[config.mk]
export PLATFORM = sky130hd
export DESIGN_NAME = clmul_slice_serial
export DESIGN_NICKNAME = d
export VERILOG_FILES = /design/src/rtl/clmul_slice_pkg.sv /design/src/rtl/clmul_step.sv /design/src/rtl/clmul_slice_serial.sv
export SDC_FILE = /design/constraint.sdc
export NUM_CORES = 1
export LEC_CHECK = 0
export BUFFER_PORTS_ARGS = -buffer_cell sky130_fd_sc_hd__buf_4
export CAP_MARGIN = 25
export CORE_MARGIN = 4
export CORE_UTILIZATION = 61
export CTS_CLUSTER_SIZE = 24
export DETAILED_ROUTE_END_ITERATION = 12
export PLACE_DENSITY = 0.95
export SLEW_MARGIN = 10
export SYNTH_ARGS = -nofsm -noshare
export SYNTH_HDL_FRONTEND = slang
export SYNTH_SLANG_ARGS = --single-unit
[constraint.sdc]
create_clock -name clk -period 2.5 [get_ports clk]
set_clock_uncertainty 0.05 [all_clocks]
set_input_delay 0.125 -clock clk [delete_from_list [all_inputs] [get_ports clk]]
set_output_delay 0.125 -clock clk [all_outputs]
set_load 0.05 [all_outputs]
[src/rtl/clmul_slice_pkg.sv]
// Shared definitions for the serial carry-less multiply slice.
//   state_e : FSM states (IDLE, RUN, DONE)
//   OP_W    : operand width (8)
//   Y_W     : result width (7)
//   ACC_W   : full carry-less product width (15)
//   Y_OFS   : bit offset of the upper product slice taken into y (8)
//   clmul8  : plain carry-less 8x8 product, for reference use
package clmul_slice_pkg;

   localparam int OP_W  = 8;
   localparam int Y_W   = 7;
   localparam int ACC_W = 15;
   localparam int Y_OFS = 8;

   typedef enum logic [1:0] {
      IDLE = 2'd0,
      RUN  = 2'd1,
      DONE = 2'd2
   } state_e;

   function automatic logic [ACC_W-1:0] clmul8(input logic [OP_W-1:0] a,
                                               input logic [OP_W-1:0] b);
      logic [ACC_W-1:0] p;
      p = '0;
      for (int j = 0; j < OP_W; j++) begin
         if (b[j]) p = p ^ (ACC_W'(a) << j);
      end
      return p;
   endfunction

endpackage

[src/rtl/clmul_step.sv]
// One serial step of a carry-less multiply: folds BPC bits of the b operand
// into the accumulator. The a operand arrives pre-shifted to the position of
// b_i[0], so bit t of b_i contributes a_i << t.
//   acc_i : accumulator before this step
//   a_i   : a operand, already aligned to the current b bit position
//   b_i   : the next BPC bits of b, LSB first
//   acc_o : accumulator after this step (purely combinational)
module clmul_step
   import clmul_slice_pkg::*;
#(
   parameter int BPC = 1
) (
   input  logic [ACC_W-1:0] acc_i,
   input  logic [ACC_W-1:0] a_i,
   input  logic [BPC-1:0]   b_i,
   output logic [ACC_W-1:0] acc_o
);

   // NOTE: combinational blocks use blocking '=' so later lines see the
   // updated value; acc_o gets its default first so no latch can form.
   always_comb begin
      acc_o = acc_i;
      for (int t = 0; t < BPC; t++) begin
         if (b_i[t]) acc_o = acc_o ^ (a_i << t);
      end
   end

endmodule

[src/rtl/clmul_slice_serial.sv]
// Serial carry-less multiply slice:
//   y = clmul(a0,b0)[14:8] ^ clmul(a1,b1)[6:0]
// computed BPC bits of b per clock over N = 8/BPC RUN cycles.
//   clk, rst_n         : clock, asynchronous active-low reset
//   in_valid/in_ready  : operand handshake (ready only in IDLE)
//   a0, b0, a1, b1     : 8-bit GF(2) polynomial operands
//   out_valid/out_ready: result handshake (valid only in DONE)
//   y                  : 7-bit registered result
//   busy               : FSM is not in IDLE
// BPC must be 1, 2, 4 or 8.
module clmul_slice_serial
   import clmul_slice_pkg::*;
#(
   parameter int BPC = 1
) (
   input  logic            clk,
   input  logic            rst_n,
   input  logic            in_valid,
   output logic            in_ready,
   input  logic [OP_W-1:0] a0,
   input  logic [OP_W-1:0] b0,
   input  logic [OP_W-1:0] a1,
   input  logic [OP_W-1:0] b1,
   output logic            out_valid,
   input  logic            out_ready,
   output logic [Y_W-1:0]  y,
   output logic            busy
);

   localparam int         N    = OP_W / BPC;
   localparam logic [2:0] LAST = 3'(N - 1);

   state_e           state_q, state_d;
   logic [ACC_W-1:0] a0_q, a0_d, a1_q, a1_d;
   logic [OP_W-1:0]  b0_q, b0_d, b1_q, b1_d;
   logic [ACC_W-1:0] acc0_q, acc0_d, acc1_q, acc1_d;
   logic [ACC_W-1:0] acc0_step, acc1_step;
   logic [2:0]       cnt_q, cnt_d;
   logic [Y_W-1:0]   y_q, y_d;

   // a is held pre-shifted and b is consumed from its LSB, so each step
   // always looks at b[BPC-1:0] and a needs no variable shifter.
   clmul_step #(.BPC(BPC)) u_step0 (
      .acc_i (acc0_q),
      .a_i   (a0_q),
      .b_i   (b0_q[BPC-1:0]),
      .acc_o (acc0_step)
   );

   clmul_step #(.BPC(BPC)) u_step1 (
      .acc_i (acc1_q),
      .a_i   (a1_q),
      .b_i   (b1_q[BPC-1:0]),
      .acc_o (acc1_step)
   );

   always_comb begin
      state_d = state_q;
      a0_d    = a0_q;
      a1_d    = a1_q;
      b0_d    = b0_q;
      b1_d    = b1_q;
      acc0_d  = acc0_q;
      acc1_d  = acc1_q;
      cnt_d   = cnt_q;
      y_d     = y_q;

      case (state_q)
         IDLE: begin
            if (in_valid) begin
               a0_d    = ACC_W'(a0);
               a1_d    = ACC_W'(a1);
               b0_d    = b0;
               b1_d    = b1;
               acc0_d  = '0;
               acc1_d  = '0;
               cnt_d   = '0;
               state_d = RUN;
            end
         end

         RUN: begin
            acc0_d = acc0_step;
            acc1_d = acc1_step;
            a0_d   = a0_q << BPC;
            a1_d   = a1_q << BPC;
            b0_d   = b0_q >> BPC;
            b1_d   = b1_q >> BPC;
            cnt_d  = cnt_q + 3'd1;
            if (cnt_q == LAST) begin
               // Capture the result from the final step so y is registered
               // on the same edge that enters DONE.
               y_d     = acc0_step[ACC_W-1:Y_OFS] ^ acc1_step[Y_W-1:0];
               state_d = DONE;
            end
         end

         DONE: begin
            if (out_ready) state_d = IDLE;
         end

         default: state_d = IDLE;
      endcase
   end

   // NOTE: sequential state uses non-blocking '<=' so every flop samples
   // its _d value from before the edge. The operand registers are plain
   // flops, not a memory, so they are reset along with everything else.
   always_ff @(posedge clk or negedge rst_n) begin
      if (!rst_n) begin
         state_q <= IDLE;
         a0_q    <= '0;
         a1_q    <= '0;
         b0_q    <= '0;
         b1_q    <= '0;
         acc0_q  <= '0;
         acc1_q  <= '0;
         cnt_q   <= '0;
         y_q     <= '0;
      end else begin
         state_q <= state_d;
         a0_q    <= a0_d;
         a1_q    <= a1_d;
         b0_q    <= b0_d;
         b1_q    <= b1_d;
         acc0_q  <= acc0_d;
         acc1_q  <= acc1_d;
         cnt_q   <= cnt_d;
         y_q     <= y_d;
      end
   end

   // All outputs decode registered state only; no input reaches an output
   // combinationally.
   assign in_ready  = (state_q == IDLE);
   assign busy      = (state_q != IDLE);
   assign out_valid = (state_q == DONE);
   assign y         = y_q;

endmodule

==> results.yml, run 1 <==
yosys:
  synthCells: 309
  syn_area_mm2: 0.00316
  synth_top_cell_by_area: "dfrtp_1"
  synth-simple-area-share_pct: 14.6
  yosysTopAreaCellShare_pct: 50.7
  synth_compound_area_share_pct: 27.2
  ys_types: 33
  async_flop_share_pct: 100
  ys.flop_type: "dfrtp_1"
  synth_xor_area_share_pct: 0.990
  yosys.area_share.adder_pct: 0.792
  synth-seq-cells: 64
  synth_area_per_cell_um2: 10.2
  seq_area_frac_synth_pct: 50.7
  synth_area_leaders: "dfrtp_1, o21ai_0, nand2_1"
  synth_fp_nets: 347
  synth_edf_count: 0
  synth_top_family_by_area: "compound AO/OA/AOI/OAI gates"
  yosys-mux-area-fraction_pct: 0.634
  yosys_warnings: 0
routing:
  drt-pass1-iter-count: 5
  post-route-drc-count: 0
  wl_mm: 7.20
  wl_per_cell_um: 17.2
  num_vias: 2582
  via_per_inst: 6.15
  ant_nets: 0
  drt_iter0_drc: 175
cts:
  cts_sinks: 64
  cts_tree: "yes"
  cts_buffers: 9
  clkSlewWorstSetupHoldPaths_ns: 0.07
  htree_levels: 3
  post_cts_resize_count: 0
  worstSkewPairLatency_ns: 0.34
  cts-root-buf: "clkbuf_8"
  clockBufferDepth: 2
outcome:
  outcome: "finished clean"
die:
  start_util_pct: 64.7
  dieArea_mm2: 0.00639
  die_x_um: 80.0
  fp.dieH_um: 80.0
  rows: 25
  io_pins: 46
  core_area_mm2: 0.00488
timing:
  maxSlewHeadroom_pct: 41.9
  setup-violations-final: 0
  fin_crit_sh_pct: 78.0
  hold_violations: 0
  slew_violations: 0
  rsz0062_at_grt: "no"
  max_freq_mhz: 513
  whs_ns: 0.0183
  period_minus_slack_ns: 1.95
  worst_pin_slew_ns: 0.870
  finalSetupTns_ns: 0
critical_path:
  reg2reg_from: "state_q[0]"
  ff2ff_path_depth: 4
  end_kind: "output pin"
  worstPathRequired_ns: 2.33
  cp_data_arrival_time_ns: 1.77
  reg2reg_setup_slack_ns: 0.60
  critical_path_class: "reg -> out"
  critPathLaunchType: "register"
  r2r_end: "b1_q[3]"
  crit_path_max_fanout: 19
power_and_ir_drop:
  vdd_drop_max_mv: 0.849
  p_per_area_mw_per_mm2: 1240
  total_power_mw: 4.66
  p_leak_nw: 1.75
layout:
  n_fill_cell: 335
  drive_above_1_share_pct: 21.0
  n_antenna_cell: 0
  mostFrequentLayoutCells: "dfrtp_1, buf_4, nand2_1"
  syn2layout_area_growth_pct: 18.7
  nets: 386
  final_util_pct: 76.9
  final_common_cell: "dfrtp_1"
grt:
  grt_max_degree: 65
  grt_pass1_wl_mm: 12.3
  track_usage_pct: 25.1
  grt_overflow: 0
  first_global_vias: 2623
  antenna_found_initial: 0
placed_design:
  place.gp.congestion: 0.769
  port_buffers: 44
  hpwl_mm: 4.62
hold_path:
  min_from: "b0[7]"
  hold_class: "in -> reg"
  hold_depth: 3
  holdPathEnd: "b0_q[7]"
job:
  maxCapViolCount: 0
-- power breakdown --
part | leakage, nW | total, mW | switching (mW) | internal, mW
Combinational | 0.792 | 1.71 | 0.967 | 0.743
Sequential | 0.837 | 1.82 | 0.377 | 1.44
Clock | 0.126 | 1.13 | 0.412 | 0.715
-- cell families (layout without fill, tap and decap cells) --
kind of cell,after synthesis,after routing
AO/OA/AOI/OAI,125,125
AND/OR/NAND/NOR,87,87
flip-flops,64,64
buffers and inverters,27,71
adder cells (fa/ha/maj),2,2
XOR/XNOR,2,2
multiplexers,2,2
-- cell usage after synthesis (7+ instances only) --
cell / number
o21ai_0: 34
and3b_1: 15
nor2_1: 7
nor2b_1: 7
a21o_1: 8
a22oi_1: 19
buf_2: 9
nand2_1: 43
a21oi_1: 15
a22o_1: 17
dfrtp_1: 64
-- layout make-up --
class,count,area [µm²],share of cell area (%)
sequential,64,1600,42.7
multi-input combinational,218,1400,37.3
timing repair buffer,53,405,10.8
clock buffer,11,151,4.04
clock inverter,5,103,2.74
tap,67,83.8,2.23
inverter,2,7.51,0.200
-- flip-flops by register name, indices dropped and copies added, names as in the netlist --
signal / cells
a0_q: 15
a1_q: 7
acc0_q: 7
acc1_q: 7
b0_q: 8
b1_q: 8
cnt_q: 3
state_q: 2
y: 7
-- critical path, stage by stage, from the launching register on --
cell and delay (ns):
dfrtp_1 0.57, buf_4 0.30, or2_2 0.32, inv_1 0.06, buf_4 0.18
-- layer usage --
| layer | GRT usage, % | wire, µm |
|---|---|---|
| met5 | 0 | 0 |
| met4 | 7.09 | 90 |
| met3 | 8.24 | 410 |
| met2 | 42.1 | 3670 |
| met1 | 30.8 | 3030 |
-- timing repair --
action                    in CTS  in global routing
hold buffers                   3                  0
buffers inserted               0                  0
hold endpoints to repair      66                  0
-- through the flow --
stage | setup slack, ns | instance area [µm²] | std cells
2_1_floorplan | 0.748 | 3160 | 309
3_3_place_gp | 0.737 | 3470 | 401
3_5_place_dp | 0.678 | 3470 | 401
4_1_cts | 0.547 | 3750 | 420
5_1_grt | 0.428 | 3750 | 420
6_report | 0.550 | 3750 | 420
-- worst max-delay path by stage --
| stage | slack [ns] | start | depth (start not counted) | end |
|---|---|---|---|---|
| floorplan | 0.75 | state_q[0] | 5 | in_ready |
| global placement | 0.74 | state_q[0] | 3 | a0_q[0] |
| detailed placement | 0.68 | state_q[1] | 4 | a0_q[2] |
| CTS | 0.55 | state_q[1] | 4 | in_ready |
| global route | 0.43 | state_q[1] | 3 | out_valid |
| finish | 0.55 | state_q[1] | 4 | in_ready |
(Power assumes the default switching activity.)
==> run 2: changes to the inputs <==
--- a/config.mk
+++ b/config.mk
@@ -8,10 +8,10 @@
 export BUFFER_PORTS_ARGS = -buffer_cell sky130_fd_sc_hd__buf_4
 export CAP_MARGIN = 25
 export CORE_MARGIN = 4
-export CORE_UTILIZATION = 61
+export CORE_UTILIZATION = 57
 export CTS_CLUSTER_SIZE = 24
 export DETAILED_ROUTE_END_ITERATION = 12
-export PLACE_DENSITY = 0.95
+export PLACE_DENSITY = 0.91
 export SLEW_MARGIN = 10
 export SYNTH_ARGS = -nofsm -noshare
 export SYNTH_HDL_FRONTEND = slang
==> constraint.sdc (replaced) <==
create_clock -name clk -period 1.95 [get_ports clk]
set_clock_uncertainty 0.05 [all_clocks]
set_input_delay 0.0975 -clock clk [delete_from_list [all_inputs] [get_ports clk]]
set_output_delay 0.0975 -clock clk [all_outputs]
set_load 0.05 [all_outputs]
==> run 2 against run 1 <==
Die area up 6.3%. Critical path depth unchanged. Sequential share of layout area is 2.0 points lower. Utilization is 1.6 points lower. Setup slack lost 0.37 ns. Design area increased by 5.0%. Total power increased by 29%. Critical endpoint unchanged. Largest cell class unchanged. Highest routed layer unchanged.
==> results.yml, run 2 (synthesis gave the netlist of run 1 again) <==
critical_path:
  cp_data_arrival_time_ns: 1.63
  critical_path_class: "reg -> out"
  cpMostUsedCell: "buf_4"
  critPathLaunchType: "register"
  slowest_stage: "dfrtp_1"
  worstPathRequired_ns: 1.80
  cp_cell_sequence: "buf_4, or2_2, inv_1, buf_4"
  cp_top_family: "buffers and inverters"
  critPathMaxStageDelay_ns: 0.46
  crit_path_max_fanout: 24
  worstPathBufferInverterCount: 3
  end_kind: "output pin"
layout:
  fin_cells: 442
  top_regs: "a0_q: 15 flops, b0_q: 8 flops, b1_q: 8 flops"
  largest_reg_flops: 15
  final_util_pct: 75.2
  mostFrequentLayoutCells: "dfrtp_1, buf_4, nand2_1"
  n_fill_cell: 356
  final_common_cell: "dfrtp_1"
  stdcell_area_mm2: 0.00394
  syn2layout_area_growth_pct: 24.7
  regMostFlops: "a0_q"
  drive_above_1_share_pct: 20.7
  n_antenna_cell: 0
  nets: 405
routing:
  drt_iter0_drc: 221
  wl_mm: 7.45
  post-route-drc-count: 0
  via_per_inst: 5.97
  ant_nets: 0
  drt-pass1-iter-count: 4
  wl_per_cell_um: 16.9
  num_vias: 2638
die:
  io_pins: 46
  rows: 26
  die_x_um: 82.5
  fp.dieH_um: 82.5
  dieArea_mm2: 0.00680
  core_area_mm2: 0.00524
  start_util_pct: 60.3
cts:
  cts_buffers: 9
  cts-root-buf: "clkbuf_8"
  post_cts_resize_count: 0
  clockBufferDepth: 2
  cts_tree: "yes"
  htree_levels: 3
  worstSkewPairLatency_ns: 0.36
  cts_sinks: 64
  clkSlewWorstSetupHoldPaths_ns: 0.07
timing:
  rsz0062_at_grt: "no"
  slew_violations: 0
  worst_pin_slew_ns: 0.801
  period_minus_slack_ns: 1.77
  max_freq_mhz: 564
  setup-violations-final: 0
  fin_crit_sh_pct: 90.9
  finalSetupTns_ns: 0
  hold_violations: 0
  maxSlewHeadroom_pct: 46.6
grt:
  grt_pass1_wl_mm: 13.0
  grt_overflow: 0
  antenna_found_initial: 0
  first_global_vias: 2797
  track_usage_pct: 25.6
  grt_max_degree: 65
power_and_ir_drop:
  pwr-share-seq_pct: 38.6
  power_frac_comb_pct: 38.2
  switchingPower_mw: 2.29
  switching_share_pct: 38.1
  clkPwrFrac_pct: 23.2
  p_per_area_mw_per_mm2: 1530
  p_leak_nw: 1.83
  p_int_mw: 3.72
  vdd_drop_max_mv: 0.941
placed_design:
  place_area_mm2: 0.00351
  place.gp.congestion: 0.752
  port_buffers: 44
  hpwl_mm: 4.49
  numPlacedInstances: 407
job:
  maxCapViolCount: 0
outcome:
  outcome: "finished clean"
hold_path:
  hold_class: "in -> reg"
-- run 2: cell count changes in the layout (fill, tap and decap cells not counted) --
cell           change
clkbuf_8           -2
clkinv_4           +2
dlygate4sd3_1     +16
buf_4              +2
buf_12             +1
-- run 2: worst paths after layout --
kind / startpoint / to / slack (ns) / depth (start not counted)
worst min register to register: b0_q[2] / b0_q[2] / 0.43 / 2
worst max register to register: b0_q[0] / y[3] / 0.28 / 3
max in group asynchronous: rst_n / acc0_q[9] / 1.00 / 2
worst min-delay path: a0[5] / a0_q[5] / 0.02 / 3
min in group asynchronous: rst_n / y[3] / 0.32 / 2
worst max-delay path: state_q[0] / in_ready / 0.18 / 4
-- run 2: power by group through the flow --
stage | Clock, mW | Sequential, mW | Combinational [mW]
floorplan | 0 | 2.40 | 1.57
detailed placement | 0 | 2.32 | 2.23
finish | 1.40 | 2.32 | 2.30
CTS | 1.42 | 2.31 | 2.29
global route | 1.47 | 2.40 | 2.53
global placement | 0 | 2.29 | 2.14
-- run 2: worst register-to-register path, stage by stage, from the launching register on --
cell and delay, ns:
dfrtp_1 0.75, a21boi_0 0.29, a211o_1 0.33, a31oi_1 0.17
-- run 2: metrics by stage --
step / power, mW / hold WS [ns] / setup WS [ns]
final: 6.01 / 0.0154 / 0.177
after global routing: 6.39 / 0.0295 / 0.113
after CTS: 6.02 / 0.00857 / 0.174
after global placement: 4.43 / 0.182 / 0.406
after floorplan: 3.98 / -0.248 / 0.226
after detailed placement: 4.55 / 0.188 / 0.333
-- run 2: cell type report --
| class | count | area (µm²) | share of cell area [%] |
|---|---|---|---|
| flip-flops and latches | 64 | 1600 | 40.6 |
| multi-input cells | 218 | 1400 | 35.5 |
| repair buffers | 72 | 601 | 15.2 |
| clock buffers | 9 | 124 | 3.14 |
| clock inverters | 7 | 120 | 3.05 |
| well taps | 70 | 87.6 | 2.22 |
| inverters | 2 | 7.51 | 0.191 |
-- run 2: timing repair --
item | 4_1_cts | 5_1_grt
buffers inserted | 0 | 0
hold buffers | 19 | 0
endpoints found under the hold margin | 82 | 0
-- run 2: routing by layer --
metal	vias to the layer above	track usage (%)	part of all wire (%)
met1	1294	30.5	42
met2	90	43.5	50
li1	1234	-	-
met5	-	0	0
met4	0	11.0	2.5
met3	20	6.72	5.7
